[config.mk]
export PLATFORM = sky130hd
export DESIGN_NAME = divider_control
export DESIGN_NICKNAME = d
export VERILOG_FILES = /design/src/rtl/divider_pkg.sv /design/src/rtl/divider_iter_counter.sv /design/src/rtl/divider_control.sv
export SDC_FILE = /design/constraint.sdc
export NUM_CORES = 1
export LEC_CHECK = 0
export ABC_AREA = 1
export ABC_CLOCK_PERIOD_IN_PS = 2800
export BUFFER_PORTS_ARGS = -buffer_cell sky130_fd_sc_hd__buf_2
export CORE_MARGIN = 4
export CORE_UTILIZATION = 54
export CTS_BUF_LIST = sky130_fd_sc_hd__clkbuf_8 sky130_fd_sc_hd__clkbuf_16
export DETAILED_ROUTE_END_ITERATION = 10
export GPL_TIMING_DRIVEN = 0
export PLACE_DENSITY = 0.81
export SYNTH_ARGS = -nofsm -noshare
export SYNTH_HDL_FRONTEND = slang
export SYNTH_SLANG_ARGS = --single-unit
[constraint.sdc]
create_clock -name clk -period 2.8 [get_ports clk]
set_clock_uncertainty 0.2 [all_clocks]
set_input_delay 0.28 -clock clk [delete_from_list [all_inputs] [get_ports clk]]
set_output_delay 0.28 -clock clk [all_outputs]
set_load 0.005 [all_outputs]
[src/rtl/divider_pkg.sv]
// Shared types and constants for the shift-subtract divider: FSM states,
// ALU opcodes and the per-state control-strobe decode.
package divider_pkg;

   localparam int DIV_WIDTH = 32;
   localparam int DIV_CNT_W = 6;

   typedef enum logic [2:0] {
      S_IDLE   = 3'd0,
      S_INIT   = 3'd1,
      S_SHIFT0 = 3'd2,
      S_SUB    = 3'd3,
      S_SHIFT  = 3'd4,
      S_FINAL  = 3'd5,
      S_DONE   = 3'd6
   } div_state_t;

   typedef enum logic {
      ALU_PASS = 1'b0,
      ALU_SUB  = 1'b1
   } alu_op_t;

   typedef struct packed {
      logic    load;
      alu_op_t alu_op;
      logic    sll;
      logic    srl;
      logic    busy;
      logic    ready;
   } ctrl_t;

   localparam ctrl_t CTRL_OFF = '{load: 1'b0, alu_op: ALU_PASS, sll: 1'b0,
                                  srl: 1'b0, busy: 1'b0, ready: 1'b0};

   // Moore strobes for a given state; W_ctrl is excluded because it also
   // depends on the live ALU carry.
   function automatic ctrl_t decode_ctrl(input div_state_t s);
      ctrl_t c;
      c = CTRL_OFF;
      case (s)
         S_INIT:   begin c.load = 1'b1;      c.busy = 1'b1; end
         S_SHIFT0: begin c.sll = 1'b1;       c.busy = 1'b1; end
         S_SUB:    begin c.alu_op = ALU_SUB; c.busy = 1'b1; end
         S_SHIFT:  begin c.sll = 1'b1;       c.busy = 1'b1; end
         S_FINAL:  begin c.srl = 1'b1;       c.busy = 1'b1; end
         S_DONE:   c.ready = 1'b1;
         default:  c = CTRL_OFF;
      endcase
      return c;
   endfunction

endpackage

[src/rtl/divider_iter_counter.sv]
// Iteration counter for the divider: synchronous clear, saturating increment
// and a terminal-count flag on the last iteration.
module divider_iter_counter
   import divider_pkg::*;
#(
   parameter int WIDTH = DIV_WIDTH,
   parameter int CNT_W = DIV_CNT_W
) (
   input  logic             clk,
   input  logic             rst,
   input  logic             clear,
   input  logic             inc,
   output logic [CNT_W-1:0] count,
   output logic             terminal
);

   localparam logic [CNT_W-1:0] CNT_MAX  = CNT_W'(WIDTH);
   localparam logic [CNT_W-1:0] CNT_LAST = CNT_W'(WIDTH - 1);

   // NOTE: sequential state uses non-blocking assignments so every register
   // samples pre-edge values, independent of block ordering.
   always_ff @(posedge clk or posedge rst) begin
      if (rst) begin
         count <= '0;
      end else if (clear) begin
         count <= '0;
      end else if (inc && (count < CNT_MAX)) begin
         count <= count + 1'b1;
      end
   end

   assign terminal = (count == CNT_LAST);

endmodule

[src/rtl/divider_control.sv]
// Sequencing FSM for the restoring shift-subtract divider; drives the
// remainder-register and ALU strobes and reports Ready / Div_err.
module divider_control
   import divider_pkg::*;
#(
   parameter int WIDTH = DIV_WIDTH,
   parameter int CNT_W = DIV_CNT_W
) (
   input  logic             clk,
   input  logic             Reset,
   input  logic             Start,
   input  logic             Divisor_zero,
   input  logic             ALU_carry,
   output logic             Load_ctrl,
   output logic             ALU_ctrl,
   output logic             W_ctrl,
   output logic             SLL_ctrl,
   output logic             SRL_ctrl,
   output logic             Shift_in,
   output logic             Busy,
   output logic             Ready,
   output logic             Div_err,
   output logic [CNT_W-1:0] Iter
);

   div_state_t state, state_nxt;
   ctrl_t      ctrl_q;
   logic       iter_last;
   logic       accept;

   assign accept = Start && ((state == S_IDLE) || (state == S_DONE));

   // NOTE: always_comb assigns a default first so no path can infer a latch.
   always_comb begin
      state_nxt = state;
      case (state)
         S_IDLE, S_DONE: if (Start) state_nxt = Divisor_zero ? S_DONE : S_INIT;
         S_INIT:         state_nxt = S_SHIFT0;
         S_SHIFT0:       state_nxt = S_SUB;
         S_SUB:          state_nxt = S_SHIFT;
         S_SHIFT:        state_nxt = iter_last ? S_FINAL : S_SUB;
         S_FINAL:        state_nxt = S_DONE;
         default:        state_nxt = S_IDLE;
      endcase
   end

   // Strobes are registered from the next state, so they match a Moore
   // decode of the state register without a combinational output path.
   always_ff @(posedge clk or posedge Reset) begin
      if (Reset) begin
         state    <= S_IDLE;
         ctrl_q   <= CTRL_OFF;
         Shift_in <= 1'b0;
         Div_err  <= 1'b0;
      end else begin
         state  <= state_nxt;
         ctrl_q <= decode_ctrl(state_nxt);
         if (accept)
            Div_err <= Divisor_zero;
         if (state == S_INIT)
            Shift_in <= 1'b0;
         else if (state == S_SUB)
            Shift_in <= ALU_carry;
      end
   end

   divider_iter_counter #(
      .WIDTH (WIDTH),
      .CNT_W (CNT_W)
   ) u_iter (
      .clk      (clk),
      .rst      (Reset),
      .clear    (state == S_INIT),
      .inc      (state == S_SHIFT),
      .count    (Iter),
      .terminal (iter_last)
   );

   assign Load_ctrl = ctrl_q.load;
   assign ALU_ctrl  = (ctrl_q.alu_op == ALU_SUB);
   assign SLL_ctrl  = ctrl_q.sll;
   assign SRL_ctrl  = ctrl_q.srl;
   assign Busy      = ctrl_q.busy;
   assign Ready     = ctrl_q.ready;

   // A borrow leaves the upper half unwritten, which is the restore step.
   assign W_ctrl    = (state == S_SUB) && ALU_carry;

endmodule

==> results.toml, run 1 <==
[outcome]
status = "finished, final reports clean"

[synth]
synth_cell_type_count = 19
synth.top_cells.by_area = "dfrtp_1 (52%), nand3_1 (8.6%), nand2_1 (7.8%)"
synth_area_um2 = 813
ys_ff_latch = 17
yosysWarnings = 0
post_synth.cell_area_avg_um2 = 8.47
synth_cells = 96
synth.top_cell.area_share_pct = 52.3
post-synth-top-area-cell = "dfrtp_1"
yosysSeqAreaShare_pct = 52.3
synth.net_count = 102

[timing]
hold_violations = 0
highest_attainable_clock_frequency_ghz = 0.592
slew_headroom_pct = 58.8
setup-tns-final_ns = 0
worst-slew-pin-transition_ns = 0.618
report.final.slew_viol_count = 0
final_period_minus_worst_setup_slack_ns = 1.69
min_period_over_period_pct = 60.4
finalSetupViolCount = 0
setup_repair_after_global_routing_missed_its_margin = "false"

[flow_run]
drv_cap = 0

[final_layout]
layout.cells.non_filler = 135
regMostFlops = "u_iter.count"
fin_nets = 127
final_layout_size_suffix_gt1_share_pct = 26.7
postLayoutCellArea_um2 = 982
largestRegisters = "u_iter.count x6, state x3"
layout-area-overhead-vs-synth_pct = 20.8
antenna-diode-count = 0
layout.cells.most_common = "buf_2"
largest_register_ffs = 6
commonest_cells_after_routing_fill_and_taps_aside = "buf_2 (19), dfrtp_1 (17), nand2_1 (17), inv_1 (14), nand3_1 (14)"

[detailed_routing]
antenna_left = 0
drc = 0
wire_length_per_cell_after_detailed_routing_um = 11.9
route.vias.total = 687
drt_first_iter_violations = 22
drt-vias-per-instance = 5.09
drt-pass1-iter-count = 4
detail_route.wirelength_um = 1610

[critical_path]
arrival_ns = 1.21
worst-path-max-fanout = 7
worstPathCellList = "buf_6 > inv_1 > nand3_1 > nor2_1 > buf_2"
crit_slowest_cell = "dfrtp_1"
critPathCaptureType = "output port"
worstSetupStartpointType = "flip-flop"
cp.buffers_inverters = 3
max_stage_delay_ns = 0.37
critical-path-top-delay-family = "flip-flops"
critPathKind = "flip-flop to output port"
critical_path_required_ns = 2.32

[place]
gpl.final_weighted_congestion = 0.755
port_buffers = 19
dpl_cell_area_um2 = 927
cell_count_post_placement = 130
dp_hpwl_um = 1180

[clocking]
htree_levels = 1
clock_insertion_delay_worst_skew_ns = 0.25
total_cts_buffers = 3
clkTransAtPathRegs_ns = 0.06
cts_buffer_depth = 2
clkSinkCount = 17
clk_root_buffer_cell = "clkbuf_8"
post_cts.repair.setup_buffers = 0
tritoncts_clock_tree = "done"

[power_and_ir_drop]
power.density_cell_area_nw_per_um2 = 444
worst_ir_drop_vdd_mv = 0.368
power.leakage_nw = 0.570

[die]
die-area_um2 = 2190
fp.dieH_um = 46.8
design.portCount = 20
floorplan.rows = 13
start_util_pct = 59.5
die_w_um = 46.8
core-area_um2 = 1370

[grt]
globalRouteTotalUtil_pct = 17.0
antenna_found_initial = 0
grtUsageMet1_pct = 21.5
grtUsageMet3_pct = 4.98
first_global_vias = 607
pin_count_of_the_biggest_net_entering_global_routing = 18
globalRoute.totalOverflow = 0
grt_first_pass_wirelength_um = 2530
grt-busiest-layer = "met2"
grt_util_met2_pct = 25.7

[worst_hold_path]
hold_path.class = "primary input to flip-flop"
-- per-stage QoR --
step                total power [mW]  worst slack, ns  utilization [%]  hold slack, ns
global route                   0.451             1.07             71.9          0.0125
global placement               0.263             1.24             67.9           0.179
finish                         0.436             1.11             71.9         0.00886
CTS                            0.440             1.12             71.9         0.00653
detailed placement             0.264             1.23             67.9           0.189
floorplan                      0.258             1.36                -         0.00607
-- final cells by class --
class | count | area (µm²)
Clock buffer | 3 | 41.3
Fill cell | 118 | 384
Clock inverter | 1 | 3.75
Buffer | 1 | 11.3
Tap cell | 15 | 18.8
Inverter | 15 | 56.3
Multi-Input combinational cell | 63 | 320
Timing Repair Buffer | 20 | 105
Sequential cell | 17 | 425
-- repair_timing --
action	4_1_cts	5_1_grt
hold endpoints to repair	17	0
hold buffers	1	0
resized for setup	0	0
-- where the power goes --
group	total (mW)	switching, mW	internal, mW
clock	0.176	0.0791	0.0973
combinational	0.0133	0.00873	0.00452
sequential	0.247	0.000315	0.246
-- worst reg2reg max path: cells and delay by family (launching register included) --
kind | cells | cell delay, ns
flops | 1 | 0.44
buf+inv | 1 | 0.13
compound gates | 1 | 0.08
simple gates | 5 | 0.67
-- Yosys cell counts --
cell type and instances:
dfrtp_1 17, nand2_1 17, nand3_1 14, inv_1 13
nor2_1 9, o21ai_0 7, a21oi_1 3, nand2_2 3
inv_2 2, nor2_4 2, buf_6 1, ha_1 1
nand2_4 1, nand4_1 1, nor2_2 1, nor3_1 1
nor4_1 1, o21ai_1 1, xnor2_1 1
-- cells by family after synthesis --
logic type | Yosys count | synth area share, %
simple gates | 50 | 30.0
flops | 17 | 52.3
buf+inv | 16 | 8.31
compound gates | 11 | 6.77
xor+xnor | 1 | 1.08
fa+ha+maj | 1 | 1.54
-- layer usage --
layer	up-vias	part of all wire (%)
met3	6	6.5
met5	-	0
li1	353	-
met2	20	45
met4	0	2.1
met1	308	46
-- worst paths after layout --
check,startpoint,slack (ns),cells after the start,to
setup / recovery,state[2],1.11,5,W_ctrl
hold / removal,Divisor_zero,0.009,2,Load_ctrl
setup reg to reg,state[1],1.19,7,u_iter.count[5]
hold reg to reg,Div_err,0.29,2,Div_err
max in group asynchronous,Reset,1.55,3,u_iter.count[5]
min in group asynchronous,Reset,0.44,3,state[1]
(Power assumes the default switching activity.)
==> inputs of run 2 (changes only) <==
--- a/config.mk
+++ b/config.mk
@@ -6,14 +6,14 @@
 export NUM_CORES = 1
 export LEC_CHECK = 0
 export ABC_AREA = 1
-export ABC_CLOCK_PERIOD_IN_PS = 2800
+export ABC_CLOCK_PERIOD_IN_PS = 1600
 export BUFFER_PORTS_ARGS = -buffer_cell sky130_fd_sc_hd__buf_2
 export CORE_MARGIN = 4
-export CORE_UTILIZATION = 54
+export CORE_UTILIZATION = 50
 export CTS_BUF_LIST = sky130_fd_sc_hd__clkbuf_8 sky130_fd_sc_hd__clkbuf_16
 export DETAILED_ROUTE_END_ITERATION = 10
 export GPL_TIMING_DRIVEN = 0
-export PLACE_DENSITY = 0.81
+export PLACE_DENSITY = 0.76
 export SYNTH_ARGS = -nofsm -noshare
 export SYNTH_HDL_FRONTEND = slang
 export SYNTH_SLANG_ARGS = --single-unit
==> constraint.sdc (replaced) <==
create_clock -name clk -period 1.6 [get_ports clk]
set_clock_uncertainty 0.2 [all_clocks]
set_input_delay 0.16 -clock clk [delete_from_list [all_inputs] [get_ports clk]]
set_output_delay 0.16 -clock clk [all_outputs]
set_load 0.005 [all_outputs]
==> run 2 against run 1 <==
Net effect:
- wire length increased by 1.1%
- final area is 5.9% higher
- combinational power is 120% higher
- sequential share of layout area decreased by 2.2 points
- register-to-register slack got worse by 1.1 ns
- largest cell class unchanged
- largest power group unchanged
==> results.toml, run 2 (same netlist as run 1, synthesis figures left out) <==
[outcome]
status = "finished, final reports clean"

[final_layout]
layout.cells.most_common = "buf_2"
regMostFlops = "u_iter.count"
antenna-diode-count = 0
final_layout_size_suffix_gt1_share_pct = 34.1
commonest_cells_after_routing_fill_and_taps_aside = "buf_2 (19), nand2_1 (16), dfrtp_1 (15), inv_1 (13), nand3_1 (12)"
multi_input_area_um2 = 344
largest_register_ffs = 6
area.sequential_um2 = 428
fin_nets = 130
postLayoutCellArea_um2 = 1040
largestRegisters = "u_iter.count x6, state x3"
utilization_pct = 68.2
num-fill-cells = 126
layout-area-overhead-vs-synth_pct = 27.8

[clocking]
clk_root_buffer_cell = "clkbuf_8"
tritoncts_clock_tree = "done"
htree_levels = 1
cts_buffer_depth = 2
clkTransAtPathRegs_ns = 0.06
total_cts_buffers = 3
clock_insertion_delay_worst_skew_ns = 0.25
clkSinkCount = 17

[die]
core-area_um2 = 1520
design.portCount = 20
die-area_um2 = 2340
die_w_um = 48.3
fp.dieH_um = 48.3
floorplan.rows = 14
start_util_pct = 53.4

[critical_path]
critPathKind = "flip-flop to output port"
r2r-start = "state[1]"
critical-path-top-delay-family = "flip-flops"
critical_path_required_ns = 1.24
crit_slowest_cell = "dfrtp_1"
cp.buffers_inverters = 3
critPathLaunch = "state[2]"
worst-path-max-fanout = 7
worstSetupStartpointType = "flip-flop"
max_stage_delay_ns = 0.37
arrival_ns = 1.15
worstPathCellList = "buf_6 > inv_2 > nand3_2 > nor2_1 > buf_2"
critPathCaptureType = "output port"

[place]
dp_hpwl_um = 1090
dpl_cell_area_um2 = 928
port_buffers = 19
gpl.final_weighted_congestion = 0.701

[worst_hold_path]
hold_path.class = "flip-flop to flip-flop"
timing.hold.worst.start = "Div_err"

[timing]
slew_headroom_pct = 58.7
finalHoldWorstSlack_ns = 0.295
finalSetupViolCount = 0
hold_violations = 0
setup-tns-final_ns = 0
setup_repair_after_global_routing_missed_its_margin = "true"
report.final.slew_viol_count = 0
final_period_minus_worst_setup_slack_ns = 1.51
highest_attainable_clock_frequency_ghz = 0.661
min_period_over_period_pct = 94.5
worst-slew-pin-transition_ns = 0.619

[detailed_routing]
drt-pass1-iter-count = 4
drt-vias-per-instance = 5.16
route.vias.total = 717
drt_first_iter_violations = 9
wire_length_per_cell_after_detailed_routing_um = 11.7
detail_route.wirelength_um = 1630
drc = 0
antenna_left = 0

[power_and_ir_drop]
power.leakage_nw = 0.580
worst_ir_drop_vdd_mv = 0.620
power.density_cell_area_nw_per_um2 = 740

[grt]
antenna_found_initial = 0
first_global_vias = 660
globalRouteTotalUtil_pct = 15.2
pin_count_of_the_biggest_net_entering_global_routing = 18
grt_first_pass_wirelength_um = 2860
globalRoute.totalOverflow = 0

[flow_run]
drv_cap = 0
## run 2: timing repair
item | 4_1_cts | 5_1_grt
hold buffers | 4 | 0
resized for setup | 0 | 12
hold endpoints to repair | 20 | 0
endpoints found under the setup margin | 0 | 7
buffers inserted | 0 | 0
## run 2: per-layer routing
layer / up-vias / wire, µm / track usage, %
li1: 362 / - / -
met1: 329 / 735 / 19.5
met2: 21 / 772 / 23.9
met3: 5 / 80 / 3.07
met4: 0 / 38 / 8.29
met5: - / 0 / 0
## run 2: path summary, 6_finish.rpt
| path | end | slack, ns | cells past startpoint |
|---|---|---|---|
| min reg2reg | Div_err | 0.30 | 2 |
| max in group asynchronous | state[1] | 0.44 | 3 |
| max | W_ctrl | 0.09 | 5 |
| max reg2reg | u_iter.count[5] | 0.10 | 7 |
| min | Div_err | 0.30 | 2 |
| min in group asynchronous | u_iter.count[2] | 0.33 | 3 |
## run 2: where the power goes
group / internal [mW] / switching (mW) / total (mW)
sequential: 0.431 / 0.000491 / 0.432
combinational: 0.0129 / 0.0169 / 0.0297
clock: 0.170 / 0.138 / 0.308
## run 2: tightest hold or removal path, delay by kind of cell, from the launching register on
| kind | cells | cell delay [ns] |
|---|---|---|
| AO/OA/AOI/OAI | 1 | 0.06 |
| flip-flops | 1 | 0.35 |
| AND/OR/NAND/NOR | 1 | 0.05 |
## run 2: cell type report
| type | count | area share (%) |
|---|---|---|
| flip-flops and latches | 17 | 41.2 |
| multi-input cells | 63 | 33.1 |
| repair buffers | 23 | 13.0 |
| inverters | 15 | 5.42 |
| clock buffers | 3 | 3.97 |
| well taps | 16 | 1.93 |
| plain buffers | 1 | 1.08 |
| clock inverters | 1 | 0.361 |
## run 2: per-stage QoR
step,std cells,worst slack (ns),power [mW]
after global placement,131,0.0184,0.461
after global routing,139,0.00608,0.802
after detailed placement,131,0.0223,0.462
final,139,0.0883,0.769
after CTS,139,0.00682,0.776
after floorplan,96,0.160,0.451
